--- src/rtl/alu_pkg.sv ---
// Shared op codes, compare codes and FSM state type for the sequential ALU core.
package alu_pkg;

    localparam logic [2:0] OP_ADD = 3'd0;
    localparam logic [2:0] OP_SUB = 3'd1;
    localparam logic [2:0] OP_AND = 3'd2;
    localparam logic [2:0] OP_OR  = 3'd3;
    localparam logic [2:0] OP_XOR = 3'd4;
    localparam logic [2:0] OP_NOT = 3'd5;
    localparam logic [2:0] OP_CMP = 3'd6;
    localparam logic [2:0] OP_MUL = 3'd7;

    localparam logic [1:0] CMP_EQ = 2'b00;
    localparam logic [1:0] CMP_LT = 2'b01;
    localparam logic [1:0] CMP_GT = 2'b10;

    typedef enum logic {
        IDLE = 1'b0,
        MUL  = 1'b1
    } state_t;

endpackage

--- src/rtl/mul_seq.sv ---
// Shift-add multiplier: one partial product per clock, W steps after load.
module mul_seq #(
    parameter int unsigned W = 6
) (
    input  logic             clk,
    input  logic             rst_n,
    input  logic             load,
    input  logic [W-1:0]     a,
    input  logic [W-1:0]     b,
    output logic [2*W-1:0]   product,
    output logic             fin
);

    localparam int unsigned CW = $clog2(W + 1);
    localparam int unsigned PW = 2 * W;

    logic [PW-1:0] acc;
    logic [PW-1:0] mcand;
    logic [W-1:0]  mplier;
    logic [CW-1:0] cnt;
    logic          run;
    logic [PW-1:0] addend;

    // product is the accumulator value after the current step, so the
    // caller can capture the full result on the same edge as the last step.
    always_comb begin
        addend  = mplier[0] ? mcand : '0;
        product = acc + addend;
        fin     = run && (cnt == CW'(W - 1));
    end

    always_ff @(posedge clk or negedge rst_n) begin
        if (!rst_n) begin
            acc    <= '0;
            mcand  <= '0;
            mplier <= '0;
            cnt    <= '0;
            run    <= 1'b0;
        end else if (load) begin
            acc    <= '0;
            mcand  <= PW'(a);
            mplier <= b;
            cnt    <= '0;
            run    <= 1'b1;
        end else if (run) begin
            acc    <= product;
            mcand  <= mcand << 1;
            mplier <= mplier >> 1;
            cnt    <= cnt + CW'(1);
            if (fin) begin
                run <= 1'b0;
            end
        end
    end

endmodule

--- src/rtl/alu_seq_core.sv ---
// ALU with start/busy/done handshake: single-cycle logic/arith ops and a
// W-cycle sequential multiply; all results registered and held until the next op.
module alu_seq_core
    import alu_pkg::*;
#(
    parameter int unsigned W = 6
) (
    input  logic             clk,
    input  logic             rst_n,
    input  logic             start,
    input  logic [2:0]       op,
    input  logic [W-1:0]     a,
    input  logic [W-1:0]     b,
    output logic             busy,
    output logic             done,
    output logic [2*W-1:0]   result,
    output logic             carry,
    output logic             zero,
    output logic [1:0]       cmp
);

    localparam int unsigned RW = 2 * W;

    if (W < 2 || W > 16) begin : g_w_check
        $error("alu_seq_core: W must be in 2..16");
    end

    state_t        state;
    state_t        state_nx;
    logic [W-1:0]  opa;
    logic [W-1:0]  opb;
    logic          accept_c;
    logic          mul_load_c;
    logic          sc_done_c;
    logic          mul_done_c;
    logic [W:0]    sum_c;
    logic [W-1:0]  alu_c;
    logic          alu_carry_c;
    logic [1:0]    cmp_in_c;
    logic [RW-1:0] product;
    logic          fin;

    function automatic logic [1:0] cmp_of(input logic [W-1:0] x, input logic [W-1:0] y);
        if (x == y) begin
            return CMP_EQ;
        end else if (x < y) begin
            return CMP_LT;
        end
        return CMP_GT;
    endfunction

    mul_seq #(.W(W)) u_mul (
        .clk     (clk),
        .rst_n   (rst_n),
        .load    (mul_load_c),
        .a       (a),
        .b       (b),
        .product (product),
        .fin     (fin)
    );

    always_ff @(posedge clk or negedge rst_n) begin
        if (!rst_n) begin
            state <= IDLE;
        end else begin
            state <= state_nx;
        end
    end

    always_comb begin
        state_nx = state;
        case (state)
            IDLE:    if (start && op == OP_MUL) state_nx = MUL;
            MUL:     if (fin) state_nx = IDLE;
            default: state_nx = IDLE;
        endcase
    end

    // Handshake decode; start is only honoured while idle.
    always_comb begin
        accept_c   = start && (state == IDLE);
        mul_load_c = accept_c && (op == OP_MUL);
        sc_done_c  = accept_c && (op != OP_MUL);
        mul_done_c = (state == MUL) && fin;
    end

    assign busy = (state == MUL);

    always_comb begin
        sum_c       = '0;
        alu_c       = '0;
        alu_carry_c = 1'b0;
        cmp_in_c    = cmp_of(a, b);
        case (op)
            OP_ADD: begin
                sum_c       = {1'b0, a} + {1'b0, b};
                alu_c       = sum_c[W-1:0];
                alu_carry_c = sum_c[W];
            end
            OP_SUB: begin
                sum_c       = {1'b0, a} + {1'b0, ~b} + (W+1)'(1);
                alu_c       = sum_c[W-1:0];
                alu_carry_c = sum_c[W];
            end
            OP_AND:  alu_c = a & b;
            OP_OR:   alu_c = a | b;
            OP_XOR:  alu_c = a ^ b;
            OP_NOT:  alu_c = ~a;
            OP_CMP:  alu_c = W'(cmp_in_c);
            default: alu_c = '0;
        endcase
    end

    always_ff @(posedge clk or negedge rst_n) begin
        if (!rst_n) begin
            done   <= 1'b0;
            result <= '0;
            carry  <= 1'b0;
            zero   <= 1'b0;
            cmp    <= CMP_EQ;
            opa    <= '0;
            opb    <= '0;
        end else begin
            done <= sc_done_c || mul_done_c;
            if (sc_done_c) begin
                result <= RW'(alu_c);
                carry  <= alu_carry_c;
                zero   <= (alu_c == '0);
                cmp    <= cmp_in_c;
            end else if (mul_done_c) begin
                result <= product;
                carry  <= 1'b0;
                zero   <= (product == '0);
                cmp    <= cmp_of(opa, opb);
            end
            if (accept_c) begin
                opa <= a;
                opb <= b;
            end
        end
    end

endmodule

--- config.mk ---
export PLATFORM = sky130hd
export DESIGN_NAME = alu_seq_core
export DESIGN_NICKNAME = d
export VERILOG_FILES = /design/src/rtl/alu_pkg.sv /design/src/rtl/mul_seq.sv /design/src/rtl/alu_seq_core.sv
export SDC_FILE = /design/constraint.sdc
export NUM_CORES = 1
export LEC_CHECK = 0
export ABC_AREA = 1
export CAP_MARGIN = 20
export CORE_AREA = 3 3 125 127
export DETAILED_ROUTE_END_ITERATION = 6
export DIE_AREA = 0 0 128 130
export PLACE_DENSITY = 0.48
export SLEW_MARGIN = 10
export SYNTH_ARGS = -nofsm -noshare
export SYNTH_HDL_FRONTEND = slang
export SYNTH_HIERARCHICAL = 1
export SYNTH_SLANG_ARGS = --single-unit
--- constraint.sdc ---
create_clock -name clk -period 4.5 [get_ports clk]
set_input_delay 0.9 -clock clk [delete_from_list [all_inputs] [get_ports clk]]
set_output_delay 0.9 -clock clk [all_outputs]
set_load 0.01 [all_outputs]
==> flow_metrics.tcl, run 1 <==
set metrics [dict create \
    grt_use_total_pct 16.10 \
    antenna_cells 0 \
    clk_latency_ps 330 \
    fin_area_um2 5361 \
    dieArea_um2 16640 \
    synth_largest_area_cell "dfrtp_1" \
    wire_per_inst_um 15.07 \
    place_ws_ps 1130 \
    final_net_count 712 \
    p_per_area_nw_per_um2 616.7 \
    critical_path_cell_count 15 \
    port_buffers 35 \
    final_layout_size_suffix_gt1_share_pct 6.088 \
    dp_hpwl_um 10100 \
    synth-main-ff-cell "dfrtp_1" \
    ys_ff_latch 64 \
    grt-ovfl-total 0 \
    required_ps 4720 \
    drtPass1Iterations 6 \
    syn_to_final_growth_pct 18.30 \
    crit_type "input pin to flop" \
    io_pins 36 \
    cts_made_buffers 9 \
    cp_slowest_cell "clkdlybuf4s50_1" \
    dieHeight_um 130 \
    period_minus_slack_ps 3016 \
    worst_slack_ps 1484 \
    rows 44 \
    first_global_vias 3923 \
    antenna_found_initial 0 \
    clock_sinks 64 \
    hp-class "flop to flop" \
    mostFrequentLayoutCells "nand2_1, inv_1, dfrtp_1" \
    cp_num_buf_inv 4 \
    drcViolationCount 0 \
    period_share_pct 67.02 \
    post-synth-top-area-fraction_pct 35.34 \
    end_kind "flop" \
    post_cts_buffers 0 \
    crit_family "buffers and inverters" \
    crit_fanout 5 \
    syn_nets 681 \
    start_kind "input pin" \
    finalClockSkew_ps 3.738 \
    gp_congestion 0.9118 \
    layout.cells.most_common "nand2_1" \
    hold_viol 0 \
    h-tree-depth 3 \
    vias_per_cell 4.818 \
    synthArstFlopShare_pct 100.0 \
    yosysSeqAreaShare_pct 35.34 \
    ctsHoldBuffers 0 \
    synth_edf_count 0 \
    max_stage_delay_ps 570 \
    p_leak_nw 2.845 \
    crit_arrival_ps 3230 \
    die_w_um 128 \
    synth_cell_types 41 \
    finalSetupTns_ps 0 \
    fmax_mhz 331.6 \
    critical_path.cell_chain "clkdlybuf4s50_1 > inv_1 > ha_1 > inv_1 > fa_1 > nand2_1 > nand2_1 > nand3_1 > nand2_1 > nor2_1 > nand2_1 > nand2_1 > inv_1 > nand4_1 > a21oi_1" \
    start_util_pct 31.18 \
    synth_area_leaders "dfrtp_1, nand2_1, ha_1" \
    outcome "completed" \
    avgSynthCellArea_um2 7.298 \
    slew_viol_final 0 \
    drt_iter0_drc 250 \
    reg2reg_depth 15 \
    core_um2 14530 \
    wl_um 12670 \
    vdd_drop_max_uv 217.7 \
    rsz0062_at_grt "false" \
    cp_common_cell "nand2_1" \
    slew-limit-headroom_pct 45.88 \
    cts_resized 0 \
    grt_pass1_wl_um 21040 \
    hold_depth 2 \
    clk_pin_slew_ps 50 \
    grt_start_max_net_pins 36 \
    yosysWarnings 6 \
    placed_area_um2 5029 \
    num_vias 4052 \
    max_cap_viol_count 0 \
    fin_util_pct 36.89 \
    setup_viol 0 \
    root_buffer "clkbuf_16" \
    cts_buffer_depth 2 \
    ant_nets 0 \
    synth_cells 621 \
    worstMarginPinSlew_ps 808.9 \
    hold_ws_ps 482.7 \
    cts_tree "yes" \
    syn_area_um2 4532 \
]
[path summary, 6_finish.rpt]
check	start	to	slack (ps)
hold / removal	result[10]	result[10]	480
setup / recovery	a[0]	zero	1480
hold reg to reg	result[10]	result[10]	480
max in group asynchronous	rst_n	u_mul/mplier[1]	2960
min in group asynchronous	rst_n	result[10]	610
setup reg to reg	u_mul/mplier[0]	zero	1610
[kinds of logic (layout without fill, tap and decap cells)]
kind of cell	Yosys count	in the layout	synth area share [%]
flops	64	64	35.34
compound gates	88	88	11.43
simple gates	295	295	28.71
buf+inv	127	163	11.29
xor+xnor	5	5	1.132
fa+ha+maj	42	42	12.09
[state kept, by name, summed over array words and instances (netlist names), 2 cells and up]
register and flops:
u_mul/mcand 12, u_mul/mplier 6, result 12, u_mul/acc 12, opa 6, opb 6, u_mul/cnt 3, cmp 2
[area by class of cell]
type	instances	area [um^2]
repair buffers	38	367.9
clock buffers	12	256.5
clock inverters	4	76.32
flip-flops and latches	64	1602
inverters	109	410.4
well taps	184	230.2
fillers	1554	9173
multi-input cells	430	2419
[power by group]
group / internal [W] / switching (W) / leakage [nW]
Combinational: 0.000621 / 0.000897 / 1.89
Clock: 0.000516 / 0.000258 / 0.159
Sequential: 0.000837 / 0.000178 / 0.801
[worst reg2reg max path: stages, from the launching register on]
cell	delay, ps
dfrtp_1	580
nand2_1	90
inv_1	70
ha_1	190
inv_1	70
fa_1	440
nor2_2	170
nor2_2	60
o21ai_1	160
nand2_1	80
and2_1	200
nor4_1	270
nand3_1	100
o21ai_0	150
inv_1	50
a21oi_1	130
[routing by layer]
layer / part of all wire, % / vias to the layer above / global-route usage, %
met1: 50 / 1888 / 22.84
met3: 5.3 / 11 / 3.357
met2: 43 / 102 / 24.55
met5: 0 / - / 0
met4: 1.5 / 0 / 5.243
li1: - / 2051 / -
[per-stage QoR]
stage,total power [W],cells
floorplan,0.002044,621
global placement,0.002535,825
detailed placement,0.002549,825
CTS,0.003347,841
global route,0.003618,841
finish,0.003306,841
[cell usage after synthesis, types with 8 or more instances]
library cell    n
nand2_1       151
inv_1         102
dfrtp_1        64
nor2_1         62
nand3_1        41
ha_1           39
o21ai_0        26
a21oi_1        22
o22ai_1        15
buf_2           9
nand4_1         8
Power figures use the tool's default switching activity.
==> run 2, diff against run 1 <==
--- a/config.mk
+++ b/config.mk
@@ -10,7 +10,7 @@
 export CORE_AREA = 3 3 125 127
 export DETAILED_ROUTE_END_ITERATION = 6
 export DIE_AREA = 0 0 128 130
-export PLACE_DENSITY = 0.48
+export PLACE_DENSITY = 0.5
 export SLEW_MARGIN = 10
 export SYNTH_ARGS = -nofsm -noshare
 export SYNTH_HDL_FRONTEND = slang
==> constraint.sdc (replaced) <==
create_clock -name clk -period 2.66 [get_ports clk]
set_input_delay 0.532 -clock clk [delete_from_list [all_inputs] [get_ports clk]]
set_output_delay 0.532 -clock clk [all_outputs]
set_load 0.01 [all_outputs]
==> run 2 against run 1 <==
Compared with the run above: sequential power grew 69%; core utilization rose by 2.4 points; critical path depth unchanged; critical endpoint unchanged.
==> flow_metrics.tcl, run 2 (synthesis results as in run 1) <==
set metrics [dict create \
    outcome "completed" \
    cts_made_buffers 9 \
    post_cts_buffers 0 \
    max_cap_viol_count 0 \
    p_per_area_nw_per_um2 993.2 \
    syn_to_final_growth_pct 25.92 \
    antenna_cells 0 \
    placed_cells 865 \
    drtPass1Iterations 5 \
    rows 44 \
    wire_per_inst_um 14.87 \
    grt_start_max_net_pins 65 \
    cts_tree "yes" \
    worst_slack_ps 187.0 \
    end_kind "flop" \
    slew-limit-headroom_pct 67.71 \
    drt_iter0_drc 270 \
    dieHeight_um 130 \
    start_util_pct 31.18 \
    hold_viol 0 \
    drcViolationCount 0 \
    mostFrequentLayoutCells "nand2_1, inv_1, dfrtp_1" \
    dp_hpwl_um 10380 \
    first_global_vias 4158 \
    period_minus_slack_ps 2473 \
    required_ps 2920 \
    core_um2 14530 \
    antenna_found_initial 0 \
    grt_pass1_wl_um 21680 \
    vdd_drop_max_uv 349.0 \
    power.total_w 0.005668 \
    period_share_pct 92.97 \
    cts_buffer_depth 2 \
    finalClockSkew_ps 10.04 \
    crit_type "flop to flop" \
    fin_util_pct 39.26 \
    root_buffer "clkbuf_16" \
    dieArea_um2 16640 \
    p_leak_nw 3.008 \
    met2_usage_pct 25.54 \
    setup_viol 0 \
    port_buffers 35 \
    h-tree-depth 3 \
    clk_pin_slew_ps 50 \
    layout.cells.most_common "nand2_1" \
    grt-ovfl-total 0 \
    final_net_count 752 \
    worstMarginPinSlew_ps 483.8 \
    clock_sinks 64 \
    grt_util_met1_pct 23.27 \
    crit_arrival_ps 2730 \
    die_w_um 128 \
    final_layout_size_suffix_gt1_share_pct 13.85 \
    finalSetupTns_ps 0 \
    start_kind "flop" \
    gp_congestion 0.9301 \
    place_ws_ps -41.63 \
    grt_use_total_pct 16.56 \
    use_met3_pct 2.579 \
    clk_latency_ps 340 \
    top_usage_layer "met2" \
    fmax_mhz 404.4 \
    top_regs "result (12), u_mul/acc (12), u_mul/mcand (12)" \
    fin_cells 877 \
    num_vias 4213 \
    slew_viol_final 0 \
    wl_um 13040 \
    io_pins 36 \
    hp-class "input pin to asynchronous set/reset pin" \
    crit_fanout 10 \
    ant_nets 0 \
    vias_per_cell 4.804 \
]
run 2: cell types whose count changed in the layout (fill, tap and decap cells not counted), moves of 4 or more:
| cell | change |
|---|---|
| buf_4 | +39 |
| ha_1 | -7 |
| ha_4 | +5 |
| nand2_1 | -4 |
| nand2_2 | +4 |
run 2: worst max-delay path, stage by stage, from the launching register on:
cell and delay, ps:
dfrtp_1 390, buf_4 180, nand2_2 90, inv_1 50
ha_1 310, nand3_2 110, nand3_4 100, nand2_1 70
nand2_1 70, or2_1 220, and2_1 170, nor4_1 220
nand3_1 110, o21ai_1 130, inv_1 50, a21oi_1 130
run 2: report_power, final:
group          switching (W)  internal (W)  total, W
sequential          0.000297       0.00142   0.00171
combinational        0.00165       0.00128   0.00293
clock               0.000396      0.000629   0.00102
total                0.00234       0.00333   0.00567
run 2: area by class of cell:
cell class / instances / area [um^2]
Fill cell: 1498 / 8827
Multi-Input combinational cell: 430 / 2535
Sequential cell: 64 / 1602
Timing Repair Buffer: 78 / 680.7
Inverter: 109 / 410.4
Clock buffer: 10 / 239.0
Tap cell: 184 / 230.2
Clock inverter: 2 / 10.01
run 2: metal layers:
layer | part of all wire (%) | vias up | wire, um
met2 | 44 | 94 | 5725
met4 | 2.5 | 0 | 320
met1 | 49 | 1961 | 6449
met5 | 0 | - | 0
li1 | - | 2135 | -
met3 | 4.2 | 23 | 545
run 2: path summary, 6_finish.rpt:
path | startpoint | to | slack [ps] | depth (start not counted)
max in group asynchronous | rst_n | u_mul/mcand[8] | 2150 | 2
worst min register to register | u_mul/mplier[4] | u_mul/mplier[4] | 480 | 2
worst max register to register | u_mul/mplier[0] | zero | 190 | 15
min in group clk | u_mul/mplier[4] | u_mul/mplier[4] | 480 | 2
worst min-delay path | rst_n | opb[3] | 190 | 2
worst max-delay path | u_mul/mplier[0] | zero | 190 | 15
run 2: per-stage QoR:
stage	hold WS, ps	area (um^2)
after global routing	223.8	5707
final	185.3	5707
after CTS	208.7	5590
after floorplan	236.4	4532
after detailed placement	463.9	5341
after global placement	466.1	5341
run 2: timing repair:
item | CTS | global route
hold buffers | 0 | 0
resized for setup | 0 | 22
setup endpoints to repair | 0 | 1
